==> src/rtl/proc_pkg.sv <==
// Shared definitions for the 16-bit processor: instruction field layout,
// opcode and condition-code constants, and the sequencer state encoding.
package proc_pkg;

  localparam int IR_W = 16;

  localparam int COND_HI = 15;
  localparam int COND_LO = 14;
  localparam int OPCD_HI = 13;
  localparam int OPCD_LO = 10;
  localparam int DEST_HI = 9;
  localparam int DEST_LO = 7;
  localparam int SRC_HI  = 6;
  localparam int SRC_LO  = 4;
  localparam int SRC2_HI = 3;
  localparam int SRC2_LO = 0;
  localparam int JMP_HI  = 7;
  localparam int JMP_LO  = 0;

  localparam logic [3:0] OP_NOP    = 4'h0;
  localparam logic [3:0] OP_ALU_LO = 4'h1;
  localparam logic [3:0] OP_ALU_HI = 4'hB;
  localparam logic [3:0] OP_LD     = 4'hC;
  localparam logic [3:0] OP_ST     = 4'hD;
  localparam logic [3:0] OP_JMP    = 4'hE;
  localparam logic [3:0] OP_HALT   = 4'hF;

  localparam logic [1:0] CC_AL = 2'b00;
  localparam logic [1:0] CC_Z  = 2'b01;
  localparam logic [1:0] CC_N  = 2'b10;
  localparam logic [1:0] CC_C  = 2'b11;

  typedef enum logic [2:0] {
    S_IDLE   = 3'd0,
    S_FETCH  = 3'd1,
    S_DECODE = 3'd2,
    S_EXEC   = 3'd3,
    S_MEM    = 3'd4,
    S_WB     = 3'd5,
    S_HALT   = 3'd6
  } state_t;

  function automatic logic cond_met(input logic [1:0] cond,
                                    input logic z,
                                    input logic n,
                                    input logic c);
    logic ok;
    case (cond)
      CC_AL:   ok = 1'b1;
      CC_Z:    ok = z;
      CC_N:    ok = n;
      CC_C:    ok = c;
      default: ok = 1'b0;
    endcase
    return ok;
  endfunction

endpackage

==> src/rtl/inst_sequencer_if.sv <==
// Bundle of ROM, datapath-control and data-memory signals between the
// instruction sequencer (master) and the rest of the processor (slave).
interface inst_sequencer_if #(parameter int PC_W = 8);

  logic            run;
  logic [PC_W-1:0] rom_addr;
  logic [15:0]     rom_data;
  logic            flag_z;
  logic            flag_n;
  logic            flag_c;
  logic [3:0]      opcd;
  logic [2:0]      dest;
  logic [2:0]      source;
  logic [3:0]      source2;
  logic            alu_en;
  logic            rf_we;
  logic            mem_req;
  logic            mem_we;
  logic            mem_ack;
  logic            halted;

  modport master (
    input  run, rom_data, flag_z, flag_n, flag_c, mem_ack,
    output rom_addr, opcd, dest, source, source2,
           alu_en, rf_we, mem_req, mem_we, halted
  );

  modport slave (
    output run, rom_data, flag_z, flag_n, flag_c, mem_ack,
    input  rom_addr, opcd, dest, source, source2,
           alu_en, rf_we, mem_req, mem_we, halted
  );

endinterface

==> src/rtl/splitter.sv <==
// Breaks a latched instruction word into its condition, opcode and
// register-operand fields.
module splitter
  import proc_pkg::*;
(
  input  logic [IR_W-1:0] ir,
  output logic [1:0]      cond,
  output logic [3:0]      opcd,
  output logic [2:0]      dest,
  output logic [2:0]      source,
  output logic [3:0]      source2
);

  assign cond    = ir[COND_HI:COND_LO];
  assign opcd    = ir[OPCD_HI:OPCD_LO];
  assign dest    = ir[DEST_HI:DEST_LO];
  assign source  = ir[SRC_HI:SRC_LO];
  assign source2 = ir[SRC2_HI:SRC2_LO];

endmodule

==> src/rtl/inst_sequencer.sv <==
// Multi-cycle fetch/decode/execute controller: walks the ROM by pc, gates
// each instruction on its condition code and sequences ALU, memory and write-back.
module inst_sequencer
  import proc_pkg::*;
#(
  parameter int PC_W = 8
)(
  input logic              clk,
  input logic              rst,
  inst_sequencer_if.master bus
);

  state_t          state;
  state_t          state_nxt;
  logic [PC_W-1:0] pc;
  logic [PC_W-1:0] pc_nxt;
  logic [IR_W-1:0] ir;
  logic [IR_W-1:0] ir_nxt;

  logic [1:0] cond;
  logic [3:0] opcd;
  logic [2:0] dest;
  logic [2:0] source;
  logic [3:0] source2;
  logic       cond_ok;
  logic       is_alu;

  logic alu_en;
  logic rf_we;
  logic mem_req;
  logic mem_we;
  logic halted;

  splitter u_splitter (
    .ir      (ir),
    .cond    (cond),
    .opcd    (opcd),
    .dest    (dest),
    .source  (source),
    .source2 (source2)
  );

  assign cond_ok = cond_met(cond, bus.flag_z, bus.flag_n, bus.flag_c);
  assign is_alu  = (opcd >= OP_ALU_LO) && (opcd <= OP_ALU_HI);

  always_ff @(posedge clk) begin
    if (rst) begin
      state <= S_IDLE;
      pc    <= '0;
      ir    <= '0;
    end else begin
      state <= state_nxt;
      pc    <= pc_nxt;
      ir    <= ir_nxt;
    end
  end

  // Control strobes are pure state decodes; mem_ack only steers the next state.
  always_comb begin
    state_nxt = state;
    pc_nxt    = pc;
    ir_nxt    = ir;
    alu_en    = 1'b0;
    rf_we     = 1'b0;
    mem_req   = 1'b0;
    mem_we    = 1'b0;
    halted    = 1'b0;

    case (state)
      S_IDLE: begin
        if (bus.run) state_nxt = S_FETCH;
      end

      S_FETCH: begin
        state_nxt = S_DECODE;
      end

      S_DECODE: begin
        ir_nxt    = bus.rom_data;
        pc_nxt    = pc + PC_W'(1);
        state_nxt = S_EXEC;
      end

      S_EXEC: begin
        state_nxt = S_FETCH;
        if (cond_ok) begin
          if (is_alu) begin
            alu_en    = 1'b1;
            state_nxt = S_WB;
          end else begin
            case (opcd)
              OP_LD, OP_ST: state_nxt = S_MEM;
              OP_JMP:       pc_nxt    = PC_W'(ir[JMP_HI:JMP_LO]);
              OP_HALT:      state_nxt = S_HALT;
              default:      state_nxt = S_FETCH;
            endcase
          end
        end
      end

      S_MEM: begin
        mem_req = 1'b1;
        mem_we  = (opcd == OP_ST);
        if (bus.mem_ack) state_nxt = (opcd == OP_LD) ? S_WB : S_FETCH;
      end

      S_WB: begin
        rf_we     = 1'b1;
        state_nxt = S_FETCH;
      end

      S_HALT: begin
        halted = 1'b1;
      end

      default: begin
        state_nxt = S_IDLE;
      end
    endcase
  end

  assign bus.rom_addr = pc;
  assign bus.opcd     = opcd;
  assign bus.dest     = dest;
  assign bus.source   = source;
  assign bus.source2  = source2;
  assign bus.alu_en   = alu_en;
  assign bus.rf_we    = rf_we;
  assign bus.mem_req  = mem_req;
  assign bus.mem_we   = mem_we;
  assign bus.halted   = halted;

  // At most one datapath strobe per cycle, and a store never appears without a request.
  a_one_strobe: assert property (@(posedge clk) disable iff (rst)
    $onehot0({alu_en, rf_we, mem_req}));
  a_we_needs_req: assert property (@(posedge clk) disable iff (rst)
    mem_we |-> mem_req);

endmodule

==> src/flat_wrapper.sv <==
// flat-port wrapper written by rule: the top's interface ports become plain ports
module inst_sequencer_flat import proc_pkg::*;
#(
  parameter int PC_W = 8
)
  (clk, rst, bus_run, bus_rom_data, bus_flag_z, bus_flag_n, bus_flag_c, bus_mem_ack, bus_rom_addr, bus_opcd, bus_dest, bus_source, bus_source2, bus_alu_en, bus_rf_we, bus_mem_req, bus_mem_we, bus_halted);
  inst_sequencer_if #(.PC_W(PC_W)) bus_i ();
  input logic clk;
  input logic rst;
  input wire logic [$bits(bus_i.run)-1:0] bus_run;
  input wire logic [$bits(bus_i.rom_data)-1:0] bus_rom_data;
  input wire logic [$bits(bus_i.flag_z)-1:0] bus_flag_z;
  input wire logic [$bits(bus_i.flag_n)-1:0] bus_flag_n;
  input wire logic [$bits(bus_i.flag_c)-1:0] bus_flag_c;
  input wire logic [$bits(bus_i.mem_ack)-1:0] bus_mem_ack;
  output wire logic [$bits(bus_i.rom_addr)-1:0] bus_rom_addr;
  output wire logic [$bits(bus_i.opcd)-1:0] bus_opcd;
  output wire logic [$bits(bus_i.dest)-1:0] bus_dest;
  output wire logic [$bits(bus_i.source)-1:0] bus_source;
  output wire logic [$bits(bus_i.source2)-1:0] bus_source2;
  output wire logic [$bits(bus_i.alu_en)-1:0] bus_alu_en;
  output wire logic [$bits(bus_i.rf_we)-1:0] bus_rf_we;
  output wire logic [$bits(bus_i.mem_req)-1:0] bus_mem_req;
  output wire logic [$bits(bus_i.mem_we)-1:0] bus_mem_we;
  output wire logic [$bits(bus_i.halted)-1:0] bus_halted;
  assign bus_i.run = bus_run;
  assign bus_i.rom_data = bus_rom_data;
  assign bus_i.flag_z = bus_flag_z;
  assign bus_i.flag_n = bus_flag_n;
  assign bus_i.flag_c = bus_flag_c;
  assign bus_i.mem_ack = bus_mem_ack;
  assign bus_rom_addr = bus_i.rom_addr;
  assign bus_opcd = bus_i.opcd;
  assign bus_dest = bus_i.dest;
  assign bus_source = bus_i.source;
  assign bus_source2 = bus_i.source2;
  assign bus_alu_en = bus_i.alu_en;
  assign bus_rf_we = bus_i.rf_we;
  assign bus_mem_req = bus_i.mem_req;
  assign bus_mem_we = bus_i.mem_we;
  assign bus_halted = bus_i.halted;
  inst_sequencer #(.PC_W(PC_W)) u_core (.clk(clk), .rst(rst), .bus(bus_i));
endmodule
==> config.mk <==
export PLATFORM = sky130hd
export DESIGN_NAME = inst_sequencer_flat
export DESIGN_NICKNAME = d
export VERILOG_FILES = /design/src/rtl/proc_pkg.sv /design/src/rtl/inst_sequencer_if.sv /design/src/rtl/splitter.sv /design/src/rtl/inst_sequencer.sv /design/src/flat_wrapper.sv
export SDC_FILE = /design/constraint.sdc
export NUM_CORES = 1
export LEC_CHECK = 0
export ABC_CLOCK_PERIOD_IN_PS = 2600
export CAP_MARGIN = 25
export CORE_MARGIN = 3
export CORE_UTILIZATION = 45
export CTS_BUF_LIST = sky130_fd_sc_hd__clkbuf_8
export CTS_CLUSTER_DIAMETER = 40
export CTS_CLUSTER_SIZE = 16
export DETAILED_ROUTE_END_ITERATION = 8
export PLACE_DENSITY = 0.86
export SLEW_MARGIN = 20
export SYNTH_ARGS = -nofsm -noshare
export SYNTH_HDL_FRONTEND = slang
export SYNTH_SLANG_ARGS = --single-unit
==> constraint.sdc <==
create_clock -name clk -period 2.6 [get_ports clk]
set_input_delay 0.26 -clock clk [delete_from_list [all_inputs] [get_ports clk]]
set_output_delay 0.26 -clock clk [all_outputs]
set_load 0.03 [all_outputs]
==> results of run 1 <==
[final timing paths]
check / start / endpoint / cells past startpoint
worst max-delay path: u_core.state[2] / bus_mem_we / 4
worst min-delay path: u_core.ir[9] / u_core.ir[9] / 2
worst max register to register: u_core.state[0] / u_core.bus.rom_addr[7] / 4
worst min register to register: u_core.ir[9] / u_core.ir[9] / 2
[state kept, by name (all words and copies together), names as in the netlist]
register and cells:
u_core.ir 16, u_core.bus.rom_addr 8, u_core.state 3
[cell families (layout without fill, tap and decap cells)]
family | count (synthesis) | after routing
adders and majority gates | 1 | 1
AOI/OAI and AO/OA | 55 | 55
and+or+nand+nor | 73 | 73
muxes | 2 | 2
buffers and inverters | 15 | 60
DFF | 27 | 27
[cell usage in the layout, fill, tap and decap left out, types with 4 or more instances in the layout]
cell and n:
a21oi_1 24, clkdlybuf4s50_1 49, dfxtp_1 27, inv_1 5, nand2_1 41, nor2_1 7
nor3_1 5, nor3b_1 4, o21ai_0 4, o32ai_1 4
[metrics by stage]
stage | power, W | cell area, um^2 | setup WS (ps) | hold slack (ps) | util (%)
2_1_floorplan | 0.000637 | 1410 | 320 | 396 | -
3_3_place_gp | 0.000717 | 1880 | 413 | 445 | 66.0
3_5_place_dp | 0.000728 | 1880 | 371 | 451 | 66.0
6_report | 0.000957 | 1930 | 237 | 465 | 67.5
5_1_grt | 0.00100 | 1930 | 93.2 | 488 | 67.5
4_1_cts | 0.000957 | 1930 | 250 | 464 | 67.5
[per-layer routing]
layer	global-route usage [%]	vias up	wire, um	share of wire [%]
li1	-	717	-	-
met1	26.0	711	1560	40
met2	38.4	61	1940	50
met3	3.10	10	251	6.5
met4	10.3	0	97	2.5
met5	0	-	0	0
[critical path, delay by kind of cell (launching register included)]
family	cells	cell delay, ps
simple gates	2	530
buf+inv	2	830
flops	1	460
[area by class of cell]
| class | instances | area share [%] |
|---|---|---|
| multi-input combinational | 131 | 40.2 |
| sequential | 27 | 28.1 |
| timing repair buffer | 52 | 26.6 |
| clock buffer | 3 | 2.14 |
| tap | 31 | 2.01 |
| inverter | 4 | 0.779 |
| clock inverter | 1 | 0.195 |
[report_power, final]
part,internal [W],switching [W]
logic,0.000106,0.000135
registers,0.000440,0.0000378
clock network,0.000106,0.000132
==> metrics, run 1 <==
# Max-Cap Violations=0; gr ovfl total=0; WL/cell=around 15 um; final net count=243; largest area contributor in the netlist=dfxtp_1; CP arrival=around 2100 ps; ys flop type=dfxtp_1; first-pass detailed-route iteration total=4; hpwl dp=2840 um; top cells by area, synth=dfxtp_1 39%, nand2_1 11%, a21oi_1 8.6%, buf_6 3.2%, o32ai_1 2.5%; relative slew slack=53.9%; # H-tree levels=1; I/O pin count=50; crit start category=flip-flop; CP Capture Type=primary output; Mean Syn Cell Area=~8 um^2; post-synthesis sequential area ratio=approximately two fifths; leak pwr=0.639 nW; worst-path cell chain=inv_1, nor3_1, nor4b_2, clkdlybuf4s50_1; Finished Layout Cells=249; Yosys warning total=0; Placement Rows=19; post-synthesis compound-gate area fraction=26.9%; Post-Synth XOR/XNOR Area=0%; initial antenna violation count=0; largest net degree at the start of global routing=25; CP max stage delay=~700 ps; post-synthesis mux area share=1.43%; chip height=61.8 um; number of buffers added for setup after CTS=0; Worst-Skew Late Latency=280 ps; initial core utilization=49.2%; Mapped Cells=~170; GP Congestion=approximately 0.86; Max clock buf depth=2; critical path peak fanout=7; Worst-Margin Slew=690 ps; outcome=finished clean; Synth cell types=43; Remaining DRCs=0; Post-Syn Nets=197; CTS root buffer=clkbuf_8; unrepaired setup endpoints after global routing=no; TritonCTS Buffers=3; final setup fails=0; Mapped Area=1400 um^2; DRT Wirelength=between 3000 and 4000 um; DRT antenna net count=0; #FFs+latches synth=27; clock sinks=27; Slew Limit Fails=0; Reg area=541 um^2; FMAX=0.423 GHz; initial drt markers=128; Slowest cell on crit path=clkdlybuf4s50_1; fillers=251; Hold WC Path Type=flip-flop to flip-flop; antenna fix cells=0; Cells after DPL=245; Setup TNS=0 ps; share of cells above drive strength 1=7.34%; PortBufs=49; quantity of gates resized following cts=0; core area=2850 um^2; Vias=~1500; WP data required=between 2000 and 2500 ps; vias per inst=approximately 6.0; CTS tree=yes; full die area=3820 um^2; CTS clock-pin slew for the worst setup and hold paths=90 ps; Post-synth EDFFs=0; final hold vios=0; clock skew=~4.3 ps; count leader, synth=nand2_1; area share of fa/ha/maj cells after synthesis=less than 1%; setup slack, reg-to-reg=slightly above 800 ps; Cell Pwr Density=497 nW/um^2; main combinational cell family by area after synthesis=compound AO/OA/AOI/OAI gates; vias in the first global route=1438; Post-synth top cells=41 x nand2_1, 27 x dfxtp_1, 24 x a21oi_1; maximum vdd ir drop=322 uV; Post-Synth Simple-Gate Area=25.6%; share of the synthesized area in the top cell type=38.5%; first-pass GRT wire length=approximately 6300 um; fin crit period=2360 ps; Global Route Usage Sum=21.8%; area of the multi-input gates=774 um^2; Layout area overhead=37.4%; Die W=61.8 um; CP Class=flip-flop to primary output; hold buffers post-CTS=0; async set-reset flop share out of synthesis=0%; final period utilization=90.9%
Note: power is estimated with default switching activity, not from simulation.
==> inputs of run 2 (changes only) <==
--- a/config.mk
+++ b/config.mk
@@ -5,7 +5,7 @@
 export SDC_FILE = /design/constraint.sdc
 export NUM_CORES = 1
 export LEC_CHECK = 0
-export ABC_CLOCK_PERIOD_IN_PS = 2600
+export ABC_CLOCK_PERIOD_IN_PS = 3100
 export CAP_MARGIN = 25
 export CORE_MARGIN = 3
 export CORE_UTILIZATION = 45
==> constraint.sdc (replaced) <==
create_clock -name clk -period 3.1 [get_ports clk]
set_input_delay 0.31 -clock clk [delete_from_list [all_inputs] [get_ports clk]]
set_output_delay 0.31 -clock clk [all_outputs]
set_load 0.03 [all_outputs]
==> run 2 against run 1 <==
Count of clock-buffer cells in the layout unchanged. First-iteration DRC count decreased by 4.7%. Final area decreased by 0.71%. Critical path depth decreased by 1. Via count decreased by 5.2%. Global-route usage about the same. Cell count decreased by 0.40%. Worst hold slack improved by 7.3 ps. Critical path type unchanged. Largest power group unchanged.
==> metrics, run 2 (same netlist as run 1, synthesis figures left out) <==
final hold vios=0 (unchanged); final net count=242 (-0.41%); outcome=finished clean; hold buffers post-CTS=0 (unchanged); number of buffers added for setup after CTS=0 (unchanged); CTS tree=yes; TritonCTS Buffers=3 (unchanged); CTS root buffer=clkbuf_8; WL/cell=15.4 um (-0.46%); relative slew slack=51.3% (-2.6 points); Placement Rows=19 (unchanged); chip height=61.8 um (unchanged); Worst Hold Depth=2 (unchanged); clock skew=3.46 ps (-0.795 ps); quantity of gates resized following cts=0 (unchanged); core area=2850 um^2 (unchanged); CP arrival=2410 ps (+310 ps); WP data required=2790 ps (+450 ps); vias per inst=5.73 (-4.8%); maximum vdd ir drop=276 uV (-14%); unrepaired setup endpoints after global routing=no; fin util=67.1% (-0.48 points); R2R depth=4 (unchanged); DRT antenna net count=0 (unchanged); Hold WC Path Type=flip-flop to flip-flop; Worst-Margin Slew=728 ps (+38.0 ps); critical path peak fanout=17 (+10); # Max-Cap Violations=0 (unchanged); Min Hold Slack=472 ps (+7.27 ps); fillers=259 (+3.2%); initial antenna violation count=0 (unchanged); Layout area overhead=36.4%; crit start category=flip-flop; FMAX=0.368 GHz; # H-tree levels=1 (unchanged); initial drt markers=122 (-4.7%); final period utilization=~88%; I/O pin count=50 (unchanged); Vias=1421 (-5.2%); PortBufs=49 (unchanged); hpwl dp=2820 um (-0.68%); initial core utilization=49.2% (unchanged); vias in the first global route=1390 (-3.3%); max FFs per register=16 (unchanged); CTS clock-pin slew for the worst setup and hold paths=90 ps (about the same); setup slack, reg-to-reg=1040 ps (+210 ps); Max clock buf depth=2 (unchanged); Worst-Skew Late Latency=270 ps (about the same); clock sinks=27 (unchanged); GP Congestion=0.828 (-3.3%); final setup fails=0 (unchanged); CP Class=flip-flop to primary output; fin crit period=2720 ps; share of cells above drive strength 1=6.45% (-0.89 points); Die W=61.8 um (unchanged); first-pass detailed-route iteration total=4 (unchanged); gr ovfl total=0 (unchanged); first-pass GRT wire length=6290 um (+0.66%); Cell Pwr Density=417 nW/um^2 (-16%); Min-Delay Endpoint=u_core.ir[8]; Global Route Usage Sum=21.8% (about the same); commonest non-fill, non-tap cell in the layout=clkdlybuf4s50_1; hold_sp=u_core.ir[8]; Remaining DRCs=0 (unchanged); Worst Setup SP=u_core.state[0]; largest net degree at the start of global routing=22 (-12%); Setup TNS=0 ps (unchanged); full die area=3820 um^2 (unchanged); RR Startpoint=u_core.state[0]; most frequent cells in the layout=49 x clkdlybuf4s50_1, 41 x nand2_1, 27 x dfxtp_1; DRT Wirelength=3810 um (-0.86%); antenna fix cells=0 (unchanged); most flop-heavy register=u_core.ir; Reg-to-Reg End=u_core.bus.rom_addr[7]; leak pwr=0.633 nW (-0.84%); CP Capture Type=primary output; Slew Limit Fails=0 (unchanged)
-- run 2: how the worst max path moves through the flow --
stage / slack [ps] / end / cells past startpoint
CTS: 430 / bus_alu_en / 3
global route: 290 / bus_alu_en / 3
global placement: 770 / bus_alu_en / 3
detailed placement: 740 / bus_alu_en / 3
finish: 380 / bus_alu_en / 3
floorplan: 410 / bus_mem_we / 3
-- run 2: per-stage QoR --
step / area [um^2] / instances / power (W) / worst slack (ps)
final: 1910 / 248 / 0.000798 / 381
after global routing: 1910 / 248 / 0.000838 / 287
after CTS: 1910 / 248 / 0.000805 / 430
after detailed placement: 1870 / 244 / 0.000609 / 737
after global placement: 1870 / 244 / 0.000600 / 769
after floorplan: 1400 / 173 / 0.000534 / 406
-- run 2: where the power goes --
part / internal [W] / switching, W
Combinational: 0.0000880 / 0.000111
Sequential: 0.000369 / 0.0000315
Clock: 0.0000889 / 0.000109
Total: 0.000546 / 0.000252
-- run 2: layout make-up --
cell class | instances | area (um^2) | area share (%)
inverters | 4 | 15.0 | 0.785
repair buffers | 51 | 505 | 26.4
clock buffers | 3 | 41.3 | 2.16
clock inverters | 1 | 3.75 | 0.196
well taps | 31 | 38.8 | 2.03
multi-input cells | 131 | 768 | 40.2
flip-flops and latches | 27 | 541 | 28.3
-- run 2: critical path, cell delays in order, from the launching register on --
cell and delay, ps:
dfxtp_1 510, and3b_1 640, and4_1 310, clkdlybuf4s50_1 680
-- run 2: per-layer routing --
| metal | vias to the layer above | GRT usage, % | share of wire [%] |
|---|---|---|---|
| met5 | - | 0 | 0 |
| met4 | 0 | 4.55 | 1.1 |
| met3 | 4 | 3.10 | 4.2 |
| met2 | 31 | 39.0 | 50 |
| met1 | 670 | 27.9 | 45 |
| li1 | 716 | - | - |
==> inputs of run 3 (changes only) <==
--- a/config.mk
+++ b/config.mk
@@ -13,6 +13,7 @@
 export CTS_CLUSTER_DIAMETER = 40
 export CTS_CLUSTER_SIZE = 16
 export DETAILED_ROUTE_END_ITERATION = 8
+export HOLD_SLACK_MARGIN = 0.12
 export PLACE_DENSITY = 0.86
 export SLEW_MARGIN = 20
 export SYNTH_ARGS = -nofsm -noshare
==> results of run 3 <==
No change in the layout: final DEF, timing and power equal those of run 2.
==> RTL change: new RTL, settings of run 1 <==
Encoding of `state_t`: now one-hot (7 bits for 7 states).
--- a/src/rtl/proc_pkg.sv
+++ b/src/rtl/proc_pkg.sv
@@ -31,12 +31,12 @@
   localparam logic [1:0] CC_C  = 2'b11;
 
-  typedef enum logic [2:0] {
-    S_IDLE   = 3'd0,
-    S_FETCH  = 3'd1,
-    S_DECODE = 3'd2,
-    S_EXEC   = 3'd3,
-    S_MEM    = 3'd4,
-    S_WB     = 3'd5,
-    S_HALT   = 3'd6
+  typedef enum logic [6:0] {
+    S_IDLE   = 7'b0000001,
+    S_FETCH  = 7'b0000010,
+    S_DECODE = 7'b0000100,
+    S_EXEC   = 7'b0001000,
+    S_MEM    = 7'b0010000,
+    S_WB     = 7'b0100000,
+    S_HALT   = 7'b1000000
   } state_t;
 
Behaviour: no difference found for any inputs over 10 cycles, from zero or initial values and one cycle with rst high; not proved beyond that.
==> RTL change against run 1 <==
  * First-iteration DRC count decreased by 37%
  * Setup slack worse by 42 ps
  * Global-route usage decreased by 2.4 points
  * Routed wire length shrank 0.26%
  * Sequential cell count up 4
  * Cell area rose by 17%
  * Hold slack better by 31 ps
  * Total power grew 13%
  * Register-to-register slack lost 310 ps
  * Area after synthesis rose by 14%
  * Critical path type unchanged
  * Largest power group unchanged
==> RTL change: results (changes against run 1) <==
Run status
  – Status: completed

Routing
  – Final wirelength: 3832 microns (-0.26%)
  – Routed via count: 1511 (+0.80%)
  – Detailed Route Iter0 Violations: 81 (-37%)

Timing
  – Slew HR: 64.62% (+11 points)
  – Clk_skew: 5.957 ps (+1.703 ps)
  – Post-route setup TNS: 0 ps (unchanged)

Critical path
  – FF-to-FF setup slack: 520 ps (-310 ps)
  – Critical path fanouts, max: 6 (-1)
  – Max incr delay on CP: 660 ps (-40 ps)
  – Setup crit end: bus_mem_req
  – Worst reg2reg endpoint: u_core.state[0]
  – Crit path DAT: 2150 ps (+50 ps)
  – Worst Setup SP: u_core.state[5]
  – Cell family with most CP delay: simple AND/OR/NAND/NOR gates
  – Worst r2r src: u_core.state[4]

Clock tree
  – Post-CTS Resized: 1 (+1)
  – Num CTS Buffers: 5 (+2)
  – CTS clk-pin slew, worst paths: 60 ps (-30 ps)
  – H-tree depth: 2 (+1)

Logic synthesis
  – Multiplexer area fraction after synthesis: 11.26% (+9.8 points)
  – Cells taking the most area after synthesis: dfxtp_1, mux2i_1, nor2_1
  – Post-Synth Adder-Cell Area: 0.7819% (-0.11 points)
  – Post-Synth XOR/XNOR Area: 0.5473% (+0.55 points)
  – Post-synthesis net count: 208 (+5.6%)
  – Most frequent cells after synthesis: dfxtp_1, nor2_1, mux2i_1
  – Post-synth cell types: 45 (+4.7%)
  – Seq/Total Area, Yosys: 38.78% (+0.24 points)
  – Post-synthesis compound-gate area fraction: 17.59% (-9.3 points)

Power and ir drop
  – LEAKAGE: 0.8125 nW (+27%)
  – Worst VDD drop: 0.3473 mV (+7.7%)

Layout
  – Nets: 262 (+7.8%)
  – Layout cell share with drive strength beyond 1: 9.244% (+1.9 points)
  – FILL cells: 283 (+13%)

Global route
  – Vias in the first global route: 1429 (-0.63%)
  – Largest net degree at the start of global routing: 18 (-28%)
  – First-pass GRT wire length: 6472 microns (+3.5%)
  – Overall Global Routing Usage: 19.43% (-2.4 points)

Placement
  – Placed cell areas: 0.002146 sq mm (+14%)
  – RD Place Congestion: 0.8189 (-4.3%)
  – Post-DP HPWL: 2876 microns (+1.3%)
==> RTL change: area by class of cell <==
class                           instances  area, sq um  share of cell area, %
Multi-Input combinational cell        141        929.6                  41.21
Tap cell                               46        57.56                  2.551
Sequential cell                        31        620.6                  27.51
Inverter                                5        18.77                 0.8319
Clock buffer                            5        68.82                  3.050
Timing Repair Buffer                   54        526.8                  23.35
Clock inverter                          2        33.78                  1.498
==> RTL change: how the worst min path moves through the flow <==
stage / end
after floorplan: u_core.ir[0]
after global placement: u_core.ir[9]
after detailed placement: u_core.ir[9]
after CTS: u_core.ir[9]
after global routing: u_core.bus.rom_addr[7]
final: u_core.ir[9]
==> RTL change: worst register-to-register path, stage by stage, from the launching register on <==
cell	delay, ps
dfxtp_1	380
or4_4	580
or3_1	510
and3_1	210
a211o_1	280
==> RTL change: routing by layer <==
layer | vias to the layer above | part of all wire [%] | GRT usage, %
met5 | - | 0 | 0
met4 | 0 | 1.4 | 6.736
met3 | 5 | 5.1 | 4.615
met2 | 46 | 47 | 30.79
met1 | 699 | 47 | 25.60
li1 | 761 | - | -
==> RTL change: stage by stage <==
stage	power, mW	instances	setup slack [ps]	hold WS (ps)
2_1_floorplan	0.5744	184	261.1	407.2
4_1_cts	1.080	284	79.31	506.5
3_5_place_dp	0.6362	277	123.1	491.7
3_3_place_gp	0.6322	277	174.1	482.9
5_1_grt	1.115	284	20.66	537.6
6_report	1.078	284	195.0	495.8
==> RTL change: report_power, final <==
part / leakage (nW) / internal (mW) / switching [mW]
combinational: 0.507 / 0.0705 / 0.0649
clock: 0.0554 / 0.277 / 0.171
sequential: 0.250 / 0.484 / 0.0109
==> RTL change: logic make-up (layout without fill, tap and decap cells) <==
| family | count (synthesis) | count (layout) |
|---|---|---|
| adder cells (fa/ha/maj) | 1 | 1 |
| buffers and inverters | 12 | 66 |
| XOR/XNOR | 1 | 1 |
| AND/OR/NAND/NOR | 83 | 83 |
| multiplexers | 18 | 18 |
| flip-flops | 31 | 31 |
| AO/OA/AOI/OAI | 38 | 38 |
